--- config.mk ---
export PLATFORM = sky130hd
export DESIGN_NAME = ifu
export DESIGN_NICKNAME = d
export VERILOG_FILES = /design/src/rtl/ifu.sv
export SDC_FILE = /design/constraint.sdc
export NUM_CORES = 1
export LEC_CHECK = 0
export CELL_PAD_IN_SITES_DETAIL_PLACEMENT = 0
export CELL_PAD_IN_SITES_GLOBAL_PLACEMENT = 1
export CORE_MARGIN = 3
export CORE_UTILIZATION = 28
export CTS_CLUSTER_DIAMETER = 200
export CTS_CLUSTER_SIZE = 14
export DETAILED_ROUTE_END_ITERATION = 8
export GPL_ROUTABILITY_DRIVEN = 0
export PLACE_DENSITY = 0.91
export REMOVE_ABC_BUFFERS = 1
export SLEW_MARGIN = 5
export SYNTH_ARGS = -nofsm -noshare
export SYNTH_HDL_FRONTEND = slang
export SYNTH_SLANG_ARGS = --single-unit
--- constraint.sdc ---
create_clock -name clk -period 3.1 [get_ports clk]
set_clock_uncertainty 0.2 [all_clocks]
set_input_delay 0.93 -clock clk [delete_from_list [all_inputs] [get_ports clk]]
set_output_delay 0.93 -clock clk [all_outputs]
set_load 0.02 [all_outputs]
--- src/rtl/ifu.sv ---
// -----------------------------------------------------------------------------
// ifu -- instruction fetch unit
//
// Purpose:
//   Fetches one instruction at a time over a simple AXI-lite style read
//   channel and offers it to the decode stage. After each handoff it waits
//   for the commit stage to supply the next PC before fetching again, so at
//   most one instruction is ever in flight.
//
// Ports:
//   clk, rst          single clock, synchronous active-high reset
//   araddr, arvalid   read address channel (out), arready (in)
//   rdata, rresp,
//   rvalid            read data channel (in), rready (out)
//   ifu_valid,
//   ifu_data,
//   fetch_err         instruction offer to IDU: {inst, pc} plus error flag
//   idu_ready         IDU accepts the offer
//   pc_update_valid,
//   next_pc           commit-stage redirect, honoured only while waiting
//   perf_fetch_cnt    number of instructions handed to IDU (wraps)
// -----------------------------------------------------------------------------
module ifu #(
   parameter logic [31:0] RESET_PC = 32'h8000_0000
) (
   input  logic        clk,
   input  logic        rst,
   output logic [31:0] araddr,
   output logic        arvalid,
   input  logic        arready,
   input  logic [31:0] rdata,
   input  logic [1:0]  rresp,
   input  logic        rvalid,
   output logic        rready,
   output logic        ifu_valid,
   output logic [63:0] ifu_data,
   input  logic        idu_ready,
   output logic        fetch_err,
   input  logic        pc_update_valid,
   input  logic [31:0] next_pc,
   output logic [31:0] perf_fetch_cnt
);

   typedef enum logic [2:0] {
      S_IDLE,
      S_FETCH,
      S_WAIT_R,
      S_SEND,
      S_WAIT_PC
   } state_t;

   state_t      r_state;
   state_t      w_state_next;

   logic [31:0] r_pc;
   logic [31:0] r_inst;
   logic        r_err;
   logic [31:0] r_perf_cnt;

   logic        w_arvalid;
   logic        w_rready;
   logic        w_ifu_valid;
   logic        w_capture;
   logic        w_handoff;
   logic        w_pc_load;

   // State register
   always_ff @(posedge clk) begin
      if (rst) begin
         r_state <= S_IDLE;
      end else begin
         r_state <= w_state_next;
      end
   end

   // Next-state and control decode. The three handshake outputs depend on
   // r_state alone, so no input reaches them combinationally.
   always_comb begin
      w_state_next = r_state;
      w_arvalid    = 1'b0;
      w_rready     = 1'b0;
      w_ifu_valid  = 1'b0;
      w_capture    = 1'b0;
      w_handoff    = 1'b0;
      w_pc_load    = 1'b0;
      case (r_state)
         S_IDLE: begin
            w_state_next = S_FETCH;
         end
         S_FETCH: begin
            w_arvalid = 1'b1;
            if (arready) begin
               w_state_next = S_WAIT_R;
            end
         end
         S_WAIT_R: begin
            // rready is only raised here, so a response presented early
            // (while the address is still pending) is left untouched.
            w_rready = 1'b1;
            if (rvalid) begin
               w_capture    = 1'b1;
               w_state_next = S_SEND;
            end
         end
         S_SEND: begin
            w_ifu_valid = 1'b1;
            if (idu_ready) begin
               w_handoff    = 1'b1;
               w_state_next = S_WAIT_PC;
            end
         end
         S_WAIT_PC: begin
            // Redirects outside this state are deliberately dropped.
            if (pc_update_valid) begin
               w_pc_load    = 1'b1;
               w_state_next = S_FETCH;
            end
         end
         default: begin
            w_state_next = S_IDLE;
         end
      endcase
   end

   // Datapath registers
   always_ff @(posedge clk) begin
      if (rst) begin
         r_pc       <= RESET_PC;
         r_inst     <= 32'h0;
         r_err      <= 1'b0;
         r_perf_cnt <= 32'h0;
      end else begin
         if (w_capture) begin
            r_inst <= rdata;
            r_err  <= (rresp != 2'b00);
         end
         if (w_handoff) begin
            // Natural 32-bit wrap from all-ones back to zero.
            r_perf_cnt <= r_perf_cnt + 32'd1;
         end
         if (w_pc_load) begin
            // Taken as given: no alignment check or masking.
            r_pc <= next_pc;
         end
      end
   end

   assign araddr         = r_pc;
   assign arvalid        = w_arvalid;
   assign rready         = w_rready;
   assign ifu_valid      = w_ifu_valid;
   // inst_reg and err_reg only change on capture, so the offer stays stable
   // for as long as the IDU stalls.
   assign ifu_data       = {r_inst, r_pc};
   assign fetch_err      = r_err;
   assign perf_fetch_cnt = r_perf_cnt;

endmodule

==> results of run 1 <==
-- layer usage --
layer  GRT usage  share of wire  up-vias
li1            -              -     2045
met1       0.179           0.41     1946
met2       0.278           0.52       90
met3      0.0363          0.049       11
met4      0.0556          0.014        0
met5           0              0        -
-- critical path, stage by stage (launching register included) --
cell and delay [ns]:
dfxtp_1 0.56, nor3b_1 0.29, clkdlybuf4s50_1 0.65
-- worst max path at each step --
stage / startpoint / end
after global placement: idu_ready / perf_fetch_cnt[27]
after CTS: r_state[1] / rready
final: r_state[0] / arvalid
after global routing: r_state[0] / arvalid
after floorplan: idu_ready / perf_fetch_cnt[21]
after detailed placement: idu_ready / perf_fetch_cnt[27]
-- report_power, final --
group	total (W)	internal [W]	switching, W
registers	0.00131	0.00130	0.0000141
clock network	0.00112	0.000615	0.000500
logic	0.000209	0.000123	0.0000851
total	0.00264	0.00204	0.000600
-- flip-flops by register name, indices dropped and copies added, names as in the netlist --
register and count:
araddr 32, fetch_err 1, perf_fetch_cnt 32, r_inst 32, r_state 3
-- synthesized netlist by cell type, types with 2 or more instances --
library cell	instances
nand2_1	142
o31ai_1	10
and4_1	2
nand4_1	9
nor3_1	8
nor3b_1	3
or4_1	14
nor2_1	14
nand3_1	7
clkbuf_1	29
inv_1	5
or3_1	10
buf_2	4
o21ai_0	11
xnor2_1	10
buf_4	32
dfxtp_1	100
and2_1	3
a21oi_1	87
nor4_1	4
-- timing repair --
item                                    4_1_cts  5_1_grt
gates resized for setup                       0        2
endpoints found under the setup margin        0        1
hold buffers                                  0        0
-- layout make-up --
class,instances,area [um^2]
tap,180,225
inverter,5,18.8
sequential,100,2000
fill,1387,7770
clock buffer,12,267
timing repair buffer,216,2140
clock inverter,4,31.3
multi-input combinational,346,1750
-- kinds of logic after synthesis --
kind of cell             after synthesis
AND/OR/NAND/NOR                      223
AO/OA/AOI/OAI                        109
flip-flops                           100
buffers and inverters                 71
XOR/XNOR                              11
multiplexers                           2
adder cells (fa/ha/maj)                1
-- per-stage QoR --
stage / area (um^2) / total power [W] / TNS, ns / hold slack [ns]
3_3_place_gp: 6130 / 0.00155 / -0.718 / 0.242
5_1_grt: 6440 / 0.00274 / 0 / 0.274
2_1_floorplan: 3770 / 0.00139 / 0 / 0.328
3_5_place_dp: 6130 / 0.00155 / -1.23 / 0.248
6_report: 6440 / 0.00264 / 0 / 0.254
4_1_cts: 6430 / 0.00268 / 0 / 0.258
==> metrics.txt, run 1 <==
Setup CP Type flip-flop to output pin; vias in the first global route 4,061; die area 0.0163 mm^2; Synth Area in Compound Gates 0.138; worst endpoint required time 1.97 ns; Mapped Cells between 500 and 600; area grow syn2layout 55.2%; postcts setup bufs 0; crit path launch type flip-flop; Max Cap Viol 0; CP arrival around 1.8 ns; clk sinks 100; first-pass GRT wire length 20,600 um; Yosys reg bits 100; FFs w/ async S/R, synth 0; grt ovf 0; Worst Tran Pin Value approximately 0.57 ns; Top FF cell, synth dfxtp_1; cell area after synthesis 0.00415 mm^2; IO Count 204; hold path start r_inst[9]; die extent in y 128 um; NumNets Final 751; Post-Layout Cell Count 863; CTS clk-pin slew, worst paths 0.07 ns; endpoint class of the critical path output pin; Power Density a little over 400 mW/mm^2; Synth Area in Adders 0.00302; initial antenna violation count 0; Final Hold Viols 0; Post-synth EDFFs 0; FF-to-FF Start r_state[0]; worst hold-check path type flip-flop to flip-flop; most frequent cells in the layout clkdlybuf4s50_1, nand2_1, dfxtp_1; DRT iter0 DRCs 291; Final Max Tran Viols 0; core footprint about 0.014 mm^2; CTS Root Cell clkbuf_16; first-pass detailed-route iteration total 4; Routed WL per cell 14.8 um; synth warn 0; clk buf depth 2; pre-CTS WS -0.167 ns; fin crit share 0.958; IO buf count 203; largest net degree at the start of global routing 52; DRC errors left 0; Final Util 0.453; Critical R2R Capture perf_fetch_cnt[27]; Leak Pwr 2.09 nW; multiplexer area fraction after synthesis 0.00513; top post-synthesis cells by area dfxtp_1, nand2_1, a21oi_1; commonest non-fill, non-tap cell in the layout clkdlybuf4s50_1; post-synthesis simple-gate area fraction 0.252; latest clock arrival within the worst-skew pair ~0.34 ns; f_max 337 MHz; Detail Route Antenna Nets 0; placed insts 847; status finished, final reports clean; Synth Area per Inst 8.03 um^2; worst setup margin 0.131 ns; XOR/XNOR share of the synthesized area 0.0232; HPWL after DPL 9380 um; Register-to-Register Path Depth 5; Tot GR Track Use 0.155; Yosys top cell area share 0.483; vias post-DR 4,092; Num CTS Buffers 9; Max VDD drop 228 uV; layout cells sized above 1 0.0527; CTS tree done; largest family of logic cells by synthesized area simple AND/OR/NAND/NOR gates; WHS Path Cells 2; Starting Density 0.292; Hold Path End r_inst[9]; routed wire length 12,800 um; FF-to-FF setup slack 0.71 ns; critical path fanouts, max 11; RSZ-0062 raised after global routing false; setup violators final 0; sequential-to-total area share from yosys stat 0.483; Yosys cell types 33; fin crit period 2.97 ns; Synth area leader dfxtp_1; DR vias/cell 4.74; worst rel slew slack 0.618; CTS H-tree lvls 3; # diodes 0; Placement Rows 43; Die W 128 um
(Power assumes the default switching activity.)
==> run 2: changes to the inputs <==
- CTS_CLUSTER_SIZE: 14 -> 8
==> results of run 2 <==
The final DEF is identical to that of run 1; final timing and power are the same.
